## config.mk

```make
export PLATFORM = sky130hd
export DESIGN_NAME = usb_bit_unstuffer_fifo_flat
export DESIGN_NICKNAME = d
export VERILOG_FILES = /design/src/rtl/usb_bit_unstuffer_fifo_if.sv /design/src/rtl/usb_bit_unstuffer_fifo.sv /design/src/flat_wrapper.sv
export SDC_FILE = /design/constraint.sdc
export NUM_CORES = 1
export LEC_CHECK = 0
export ABC_AREA = 0
export CAP_MARGIN = 40
export CELL_PAD_IN_SITES_DETAIL_PLACEMENT = 1
export CELL_PAD_IN_SITES_GLOBAL_PLACEMENT = 1
export CORE_MARGIN = 2
export CORE_UTILIZATION = 43
export DETAILED_ROUTE_END_ITERATION = 16
export GPL_TIMING_DRIVEN = 0
export HOLD_SLACK_MARGIN = 0.08
export PLACE_DENSITY_LB_ADDON = 0.1
export SETUP_SLACK_MARGIN = 0.05
export SLEW_MARGIN = 20
export SYNTH_ARGS = -nofsm -noshare
export SYNTH_HDL_FRONTEND = slang
export SYNTH_SLANG_ARGS = --single-unit
```

## constraint.sdc

```tcl
create_clock -name clk -period 5.5 [get_ports clk]
set_input_delay 0.55 -clock clk [delete_from_list [all_inputs] [get_ports clk]]
set_output_delay 0.55 -clock clk [all_outputs]
set_load 0.05 [all_outputs]
```

## src/rtl/usb_bit_unstuffer_fifo_if.sv

```systemverilog
// Bit-stream handshake between the NRZI decoder, the unstuffer and the
// packet deserialiser. The input side has no backpressure. The output side
// uses valid/ready.
interface usb_bit_unstuffer_fifo_if;
  logic in_bit;
  logic in_valid;
  logic out_bit;
  logic out_valid;
  logic out_ready;

  modport master (output in_bit, output in_valid, output out_ready,
                  input  out_bit, input  out_valid);
  modport slave  (input  in_bit, input  in_valid, input  out_ready,
                  output out_bit, output out_valid);
endinterface

```

## src/rtl/usb_bit_unstuffer_fifo.sv

```systemverilog
// USB receive bit unstuffer with an output FIFO.
// After RUN_LEN consecutive data 1s, the next valid bit is a stuffed bit.
// That stuffed bit is removed from the stream. Surviving bits are queued in
// a DEPTH-entry FIFO so the deserialiser can stall briefly.
// Optional feature macro: USB_UNSTUFF_ERR_EN. When it is defined, a stuffed
// position that carries a 1 pulses stuff_err.
module usb_bit_unstuffer_fifo #(
  parameter  int RUN_LEN = 6,
  parameter  int DEPTH   = 4,
  localparam int CNT_W   = $clog2(RUN_LEN + 1),
  localparam int LVL_W   = $clog2(DEPTH + 1)
) (
  input  logic                   clk,
  input  logic                   RST,
  input  logic                   clear,
  usb_bit_unstuffer_fifo_if.slave bus,
  output logic [CNT_W-1:0]       run_count,
  output logic                   stuff_err,
  output logic                   overflow,
  output logic [LVL_W-1:0]       fifo_level
);
  localparam int PTR_W = $clog2(DEPTH);

  logic             drop_q, drop_d;
  logic [CNT_W-1:0] run_q, run_d;
  logic [DEPTH-1:0] mem_q, mem_d;
  logic [PTR_W-1:0] wptr_q, wptr_d, rptr_q, rptr_d;
  logic [LVL_W-1:0] level_q, level_d;
  logic             stuff_err_q, stuff_err_d;
  logic             overflow_q, overflow_d;

  logic             drop_eff;
  logic [CNT_W-1:0] run_eff;
  logic             is_data, is_stuff, full, push, pop;

  assign bus.out_valid = (level_q != '0);
  assign bus.out_bit   = bus.out_valid & mem_q[rptr_q];
  assign run_count     = run_q;
  assign fifo_level    = level_q;
  assign stuff_err     = stuff_err_q;
  assign overflow      = overflow_q;

  // Run tracking and FIFO next-state.
  // A clear wipes the run state before the current bit is processed.
  always_comb begin
    drop_eff = clear ? 1'b0 : drop_q;
    run_eff  = clear ? '0   : run_q;
    is_data  = bus.in_valid & ~drop_eff;
    is_stuff = bus.in_valid &  drop_eff;
    full     = (level_q == LVL_W'(DEPTH));
    pop      = bus.out_valid & bus.out_ready;
    // A full FIFO can still accept a bit when the head leaves on the same edge.
    push     = is_data & (~full | pop);

    drop_d = drop_eff;
    run_d  = run_eff;
    if (is_data) begin
      if (bus.in_bit) begin
        run_d = run_eff + CNT_W'(1);
        if (run_eff == CNT_W'(RUN_LEN - 1)) drop_d = 1'b1;
      end else begin
        run_d = '0;
      end
    end else if (is_stuff) begin
      drop_d = 1'b0;
      run_d  = '0;
    end

`ifdef USB_UNSTUFF_ERR_EN
    stuff_err_d = is_stuff & bus.in_bit;
`else
    stuff_err_d = 1'b0;
`endif
    // A discarded bit still advances the run state above. Only the data is lost.
    overflow_d = is_data & full & ~pop;

    mem_d  = mem_q;
    wptr_d = wptr_q;
    rptr_d = rptr_q;
    if (push) begin
      mem_d[wptr_q] = bus.in_bit;
      wptr_d        = wptr_q + PTR_W'(1);
    end
    if (pop) rptr_d = rptr_q + PTR_W'(1);

    level_d = level_q;
    if (push && !pop)      level_d = level_q + LVL_W'(1);
    else if (pop && !push) level_d = level_q - LVL_W'(1);
  end

  // State registers. Reset discards queued bits and any partial run.
  always_ff @(posedge clk or posedge RST) begin
    if (RST) begin
      drop_q      <= 1'b0;
      run_q       <= '0;
      mem_q       <= '0;
      wptr_q      <= '0;
      rptr_q      <= '0;
      level_q     <= '0;
      stuff_err_q <= 1'b0;
      overflow_q  <= 1'b0;
    end else begin
      drop_q      <= drop_d;
      run_q       <= run_d;
      mem_q       <= mem_d;
      wptr_q      <= wptr_d;
      rptr_q      <= rptr_d;
      level_q     <= level_d;
      stuff_err_q <= stuff_err_d;
      overflow_q  <= overflow_d;
    end
  end
endmodule

```

## src/flat_wrapper.sv

```systemverilog
// flat-port wrapper written by rule: the top's interface ports become plain ports
module usb_bit_unstuffer_fifo_flat 
#(
  parameter  int RUN_LEN = 6,
  parameter  int DEPTH   = 4,
  localparam int CNT_W   = $clog2(RUN_LEN + 1),
  localparam int LVL_W   = $clog2(DEPTH + 1)
)
  (clk, RST, clear, run_count, stuff_err, overflow, fifo_level, bus_in_bit, bus_in_valid, bus_out_ready, bus_out_bit, bus_out_valid);
  usb_bit_unstuffer_fifo_if bus_i ();
  input  logic clk;
  input  logic RST;
  input  logic clear;
  output logic [CNT_W-1:0] run_count;
  output logic stuff_err;
  output logic overflow;
  output logic [LVL_W-1:0] fifo_level;
  input wire logic [$bits(bus_i.in_bit)-1:0] bus_in_bit;
  input wire logic [$bits(bus_i.in_valid)-1:0] bus_in_valid;
  input wire logic [$bits(bus_i.out_ready)-1:0] bus_out_ready;
  output wire logic [$bits(bus_i.out_bit)-1:0] bus_out_bit;
  output wire logic [$bits(bus_i.out_valid)-1:0] bus_out_valid;
  assign bus_i.in_bit = bus_in_bit;
  assign bus_i.in_valid = bus_in_valid;
  assign bus_i.out_ready = bus_out_ready;
  assign bus_out_bit = bus_i.out_bit;
  assign bus_out_valid = bus_i.out_valid;
  usb_bit_unstuffer_fifo #(.RUN_LEN(RUN_LEN), .DEPTH(DEPTH)) u_core (.clk(clk), .RST(RST), .clear(clear), .bus(bus_i), .run_count(run_count), .stuff_err(stuff_err), .overflow(overflow), .fifo_level(fifo_level));
endmodule
```

==> summary.md, run 1 <==
| Metric | Value |
|---|---|
| Status | `finished, final reports clean` |
| Register area share after synthesis | `around 45%` |
| Antenna-violating nets left | `0` |
| Mapped Area | `about 890 sq um` |
| Final nets | `111` |
| Max-slew headroom | `60.3%` |
| Number of port buffers | `14` |
| Pre-antenna DRT Iters | `3` |
| R2R Path Start | `u_core.fifo_level[1]` |
| Num ports | `16` |
| Final Setup Violations | `0` |
| Initial antenna violation count | `0` |
| F_max | `0.383 GHz` |
| Maximum root-to-sink buffer count | `2` |
| Syn nets | `92` |
| Ys Warns | `0` |
| Commonest non-fill, non-tap cell in the layout | `dfrtp_1` |
| Synth Flop Type | `dfrtp_1` |
| Initial core utilization | `45.5%` |
| Total CTS buffers | `3` |
| Synth Area per Inst | `11.5 sq um` |
| Req. time, crit path | `4.95 ns` |
| Area grow syn2layout | `23.5%` |
| CTS root buf | `clkbuf_4` |
| Dpl cell area | `1070 sq um` |
| Core area | `a little under 2000 sq um` |
| Critical path peak fanout | `2` |
| WS Path Type | `flop to output port` |
| Clock Skew | `0.00318 ns` |
| TNS Setup | `0 ns` |
| Final wirelength | `1.75 mm` |
| Period utilisation layout | `47.5%` |
| CTS tree | `done` |
| CP endpoint | `bus_out_bit` |
| Seq cells post-synth | `16` |
| Max_cap viols | `0` |
| Multi-input gate area | `458 sq um` |
| Slew @ Worst Pin | `around 0.59 ns` |
| WL per Instance | `14.2 um` |
| R2R Setup Slk | `3.26 ns` |
| Number of synthesized flops with an enable pin | `0` |
| Die area | `2460 sq um` |
| Post-cts resize count | `0` |
| Vias in the first global route | `630` |
| Synth cell types | `29` |
| Ys async rst share | `100%` |
| Routed vias/inst | `4.94` |
| Pwr Density | `520 nW/um^2` |
| Crit path cell chain | `mux4_2 -> and2_1 -> clkdlybuf4s50_1` |
| Row count | `16` |
| Width of the die | `49.6 um` |
| Routability congestion estimate | `a little over 0.7` |
| Postcts setup bufs | `0` |
| GRT Util Overall | `between 10% and 20%` |
| Slew Limit Fails | `0` |
| Hold-fix buffers, CTS | `0` |
| Crit path max-delay cell type | `clkdlybuf4s50_1` |
| CP endpoint kind | `output port` |
| Reg-to-reg critical path endpoint | `u_core.fifo_level[1]` |
| DIE HEIGHT | `approximately 50 um` |
| P_leak | `0.501 nW` |
| Commonest cells after routing, fill and taps aside | `16 x dfrtp_1, 14 x clkdlybuf4s50_1, 7 x ha_1, 6 x inv_1` |
| Synth Instances | `78` |
| CP startpoint kind | `flop` |
| VDD IR max | `about 0.29 mV` |
| Final hold vios | `0` |
| RSZ-0062 raised after global routing | `no` |
| Via count | `~610` |
| DR DRC count | `0` |
| Largest stage delay on the critical path | `0.69 ns` |
| Fillers | `between 200 and 250` |
| Largest net degree at the start of global routing | `17` |
| Minimum clock period | `2.61 ns` |
| Worst reg2reg path depth | `7` |
| Congestion Overflow GR | `0` |
| Min-Delay Path Class | `flop to flop` |
| Crit path arrival time | `2.06 ns` |
| Sequential standard cell area | `~400 sq um` |
| Share of cells above drive strength 1 | `between 10% and 20%` |
| Critical Path Start | `u_core.rptr_q[1]` |
| Iter 0 DRT Violations | `5` |
| ANT cells | `0` |
| Clk slew on worst S/H paths | `0.09 ns` |
| Clock latency on the worst-skew pair | `0.28 ns` |
| TritonCTS Sinks | `16` |
| HPWL after DPL | `about 1.4 mm` |
| Final Cell Area | `1100 sq um` |
| First-pass GRT wire length | `3.15 mm` |
| H-tree depth | `1` |
==> state kept, by name (all words and copies together) (netlist names) <==
signal             count
u_core.mem_q           4
u_core.fifo_level      3
u_core.run_count       3
u_core.rptr_q          2
u_core.wptr_q          2
u_core.drop_q          1
u_core.overflow        1
==> critical path: cells and delay by family, from the launching register on <==
family | cells | cell delay [ns]
buf+inv | 1 | 0.69
flops | 1 | 0.41
simple gates | 1 | 0.17
mux | 1 | 0.51
==> metal layers <==
metal  wire [um]  global-route usage (%)
met5           0                       0
met4           0                    4.17
met3          54                    3.94
met2         879                    26.9
met1         816                    23.9
==> cell type report <==
class                           count  area share, %
Clock buffer                        4           3.29
Timing Repair Buffer               14           12.7
Inverter                            6           2.04
Buffer                              2           1.13
Tap cell                           27           3.06
Sequential cell                    16           36.3
Multi-Input combinational cell     54           41.5
==> power by group <==
part	switching, mW	internal (mW)	leakage (nW)	total, mW
logic	0.161	0.127	0.283	0.287
clock network	0.0381	0.0403	0.0210	0.0784
registers	0.0457	0.163	0.197	0.208
total	0.245	0.329	0.501	0.574
==> per-stage QoR <==
stage / hold slack [ns] / power (mW) / instances / worst slack (ns) / utilization, %
after floorplan: 0.452 / 0.413 / 78 / 2.94 / -
after global placement: 0.465 / 0.488 / 119 / 2.74 / 54.4
after detailed placement: 0.475 / 0.502 / 119 / 2.73 / 54.4
after CTS: 0.498 / 0.582 / 123 / 2.88 / 56.3
after global routing: 0.525 / 0.616 / 123 / 2.82 / 56.3
final: 0.494 / 0.574 / 123 / 2.89 / 56.3
==> Yosys cell counts (2+ instances only) <==
cell	number	area share (%)
nor2_1	4	1.7
nor2b_1	2	1.4
inv_1	6	2.5
xnor2_1	4	3.9
nand2_1	5	2.1
mux2_1	5	6.3
xor2_1	2	2.0
nand3_1	2	1.1
dfrtp_1	16	45
nand2b_1	3	2.1
nor3_1	4	2.2
mux2_2	2	2.5
ha_1	7	9.8
==> cells by family after synthesis <==
kind of cell	count (synthesis)	synth area share, %
mux	9	12.5
other cells	1	0.420
simple gates	26	17.4
buf+inv	8	3.92
fa+ha+maj	8	12.0
compound gates	4	3.08
xor+xnor	6	5.88
flops	16	44.8
==> worst min path at each step <==
stage	startpoint	endpoint	slack (ns)	depth (start not counted)
2_1_floorplan	u_core.mem_q[1]	u_core.mem_q[1]	0.45	1
3_3_place_gp	u_core.mem_q[1]	u_core.mem_q[1]	0.46	1
3_5_place_dp	u_core.mem_q[1]	u_core.mem_q[1]	0.47	1
4_1_cts	u_core.mem_q[1]	u_core.mem_q[1]	0.50	1
5_1_grt	u_core.mem_q[1]	u_core.mem_q[1]	0.53	1
6_report	u_core.mem_q[1]	u_core.mem_q[1]	0.49	1
No activity file was read; power rests on OpenSTA's default activity.
==> run 2, diff against run 1 <==
CORE_UTILIZATION = 36   (was 43)
clock period = 2.2 ns   (was 5.5 ns; I/O delays follow)
==> run 2 against run 1 <==
Setup slack worse by 2.8 ns. Register-to-register slack worse by 3.1 ns. Core utilization is 8.8 points lower. Worst hold slack got worse by 0.20 ns. Non-clock buffer count rose by 1. Clock skew increased by 0.0054 ns. Count of clock-buffer cells in the layout unchanged. Largest cell class unchanged. Sequential share of layout area is 0.90 points lower. Global-route usage down 1.2 points. First-iteration DRC count fell by 20%. Power is 150% higher.
==> summary.md, run 2 (synthesized netlist as in run 1, its figures left out) <==
| Metric | Value |
|---|---|
| Hold-fix buffers, CTS | `0 (unchanged)` |
| Routability congestion estimate | `0.631 (was 0.718)` |
| Max-slew headroom | `58.0% (was 60.3%)` |
| Pwr Density | `1250 nW/um^2 (was 520 nW/um^2)` |
| Buf+Inv Stages, Crit Path | `2 (was 1)` |
| Commonest cells after routing, fill and taps aside | `13 x dfrtp_1, 12 x clkdlybuf4s50_1, 6 x ha_1, 5 x mux2_1 (was 16 x dfrtp_1, 14 x clkdlybuf4s50_1, 7 x ha_1, 6 x inv_1)` |
| ANT cells | `0 (unchanged)` |
| Final wirelength | `1.78 mm (was 1.75 mm)` |
| Clock Skew | `0.00860 ns (was 0.00318 ns)` |
| Number of port buffers | `14 (unchanged)` |
| Slew Limit Fails | `0 (unchanged)` |
| Routed vias/inst | `4.91 (was 4.94)` |
| First-pass GRT wire length | `3.15 mm (unchanged)` |
| Via count | `623 (was 608)` |
| Slew @ Worst Pin | `0.629 ns (was 0.595 ns)` |
| Pint | `0.808 mW (was 0.329 mW)` |
| VDD IR max | `0.834 mV (was 0.286 mV)` |
| H-tree depth | `1 (unchanged)` |
| Initial antenna violation count | `0 (unchanged)` |
| WL per Instance | `14.0 um (was 14.2 um)` |
| Die area | `2900 sq um (was 2460 sq um)` |
| Largest net degree at the start of global routing | `17 (unchanged)` |
| Commonest non-fill, non-tap cell in the layout | `dfrtp_1 (unchanged)` |
| Maximum root-to-sink buffer count | `2 (unchanged)` |
| Antenna-violating nets left | `0 (unchanged)` |
| Row count | `18 (was 16)` |
| Congestion Overflow GR | `0 (unchanged)` |
| WS Path Type | `flop to flop (was flop to output port)` |
| Final nets | `112 (was 111)` |
| Clk slew on worst S/H paths | `0.10 ns (was 0.09 ns)` |
| P_sw | `0.621 mW (was 0.245 mW)` |
| R2R Path Start | `u_core.fifo_level[1] (unchanged)` |
| Max reg flops | `4 (unchanged)` |
| Seq pwr share | `37.1% (was 36.3%)` |
| F_max | `0.484 GHz` |
| Core area | `2410 sq um (was 1960 sq um)` |
| Largest stage delay on the critical path | `0.47 ns (was 0.69 ns)` |
| Width of the die | `53.8 um (was 49.6 um)` |
| GRT Util Overall | `15.9% (was 17.1%)` |
| CTS root buf | `clkbuf_4 (unchanged)` |
| Iter 0 DRT Violations | `4 (was 5)` |
| CTS tree | `done (unchanged)` |
| Max_cap viols | `0 (unchanged)` |
| Comb pwr share | `51.1% (was 50.1%)` |
| Clk pwr share | `11.8% (was 13.7%)` |
| Final Setup Violations | `0 (unchanged)` |
| Share of cells above drive strength 1 | `20.6% (was 11.5%)` |
| Vias in the first global route | `659 (was 630)` |
| Top Family by Delay on Critical Path | `adder cells (was buffers and inverters)` |
| CP startpoint kind | `flop (unchanged)` |
| Worst reg2reg path depth | `7 (unchanged)` |
| Critical path depth | `7 (was 3)` |
| Num ports | `16 (unchanged)` |
| Pre-antenna DRT Iters | `4 (was 3)` |
| Most frequent CP cell | `inv_2` |
| TNS Setup | `0 ns (unchanged)` |
| CP endpoint kind | `flop (was output port)` |
| RSZ-0062 raised after global routing | `no (unchanged)` |
| Most flops, register | `u_core.mem_q (unchanged)` |
| Crit path cell chain | `nor4b_4 -> nand3b_4 -> inv_2 -> ha_4 -> inv_2 -> fa_2 -> mux2_2 (was mux4_2 -> and2_1 -> clkdlybuf4s50_1)` |
| Period utilisation layout | `94.0%` |
| Min-Delay Path Class | `input pin to async pin (was flop to flop)` |
| R2R Setup Slk | `0.13 ns (was 3.26 ns)` |
| Req. time, crit path | `2.39 ns (was 4.95 ns)` |
| DR DRC count | `0 (unchanged)` |
| Status | `finished, final reports clean (unchanged)` |
| Reg-to-reg critical path endpoint | `u_core.fifo_level[1] (unchanged)` |
| TritonCTS Sinks | `16 (unchanged)` |
| Clock latency on the worst-skew pair | `0.30 ns (was 0.28 ns)` |
| Final Non-Filler Cells | `127 (was 123)` |
| Crit path arrival time | `2.26 ns (was 2.06 ns)` |
| Area grow syn2layout | `27.9% (was 23.5%)` |
| Sw frac | `43.5% (was 42.6%)` |
| HPWL after DPL | `1.32 mm (was 1.36 mm)` |
| Critical path peak fanout | `5 (was 2)` |
| DIE HEIGHT | `53.8 um (was 49.6 um)` |
| Initial core utilization | `37.1% (was 45.5%)` |
| Crit path max-delay cell type | `dfrtp_2 (was clkdlybuf4s50_1)` |
| P_leak | `0.501 nW (about the same)` |
| Minimum clock period | `2.07 ns` |
| Total CTS buffers | `3 (unchanged)` |
| Final hold vios | `0 (unchanged)` |
| Post-Place Cells | `122 (was 119)` |
==> run 2: changes by cell type in the layout (fill, tap and decap cells not counted), moves of 2 or more <==
| cell | delta |
|---|---|
| dfrtp_1 | -3 |
| dfrtp_2 | +3 |
| clkdlybuf4s50_1 | -2 |
| dlygate4sd2_1 | +2 |
| inv_1 | -2 |
| inv_2 | +2 |
==> run 2: power by group through the flow <==
stage	combinational (mW)	sequential (mW)	clock (mW)
after detailed placement	0.750	0.540	0
after floorplan	0.444	0.627	0
after global routing	0.808	0.556	0.186
final	0.730	0.530	0.169
after global placement	0.731	0.532	0
after CTS	0.739	0.534	0.176
==> run 2: what timing repair did <==
action,4_1_cts,5_1_grt
resized for setup,2,0
setup endpoints to repair,3,0
setup buffers,1,0
==> run 2: area by class of cell <==
type,count,area [sq um]
fillers,278,1270
inverters,6,22.5
well taps,30,37.5
multi-input cells,54,494
clock buffers,4,26.3
repair buffers,15,145
plain buffers,2,12.5
flip-flops and latches,16,404
==> run 2: worst max-delay path by stage <==
stage	startpoint	end	slack, ns
after floorplan	u_core.fifo_level[0]	u_core.fifo_level[1]	0.05
after global placement	bus_out_ready	u_core.fifo_level[1]	-0.32
after detailed placement	bus_out_ready	u_core.fifo_level[1]	-0.33
after CTS	u_core.fifo_level[1]	u_core.fifo_level[1]	0.11
after global routing	u_core.fifo_level[1]	u_core.fifo_level[1]	0.05
final	u_core.fifo_level[1]	u_core.fifo_level[1]	0.13
==> run 2: metrics by stage <==
step	utilization, %	hold WS, ns	cell area, sq um	setup WS (ns)	total power [mW]
floorplan	-	0.134	933	0.0476	1.07
global placement	46.1	0.464	1110	-0.319	1.26
detailed placement	46.1	0.469	1110	-0.334	1.29
CTS	47.4	0.323	1140	0.112	1.45
global route	47.4	0.378	1140	0.0508	1.55
finish	47.4	0.295	1140	0.133	1.43
==> run 2: per-layer routing <==
metal	vias up	GRT usage (%)	routed length [um]
li1	300	-	-
met1	310	20.9	846
met2	8	24.2	840
met3	5	5.83	65
met4	0	5.13	24
met5	-	0	0
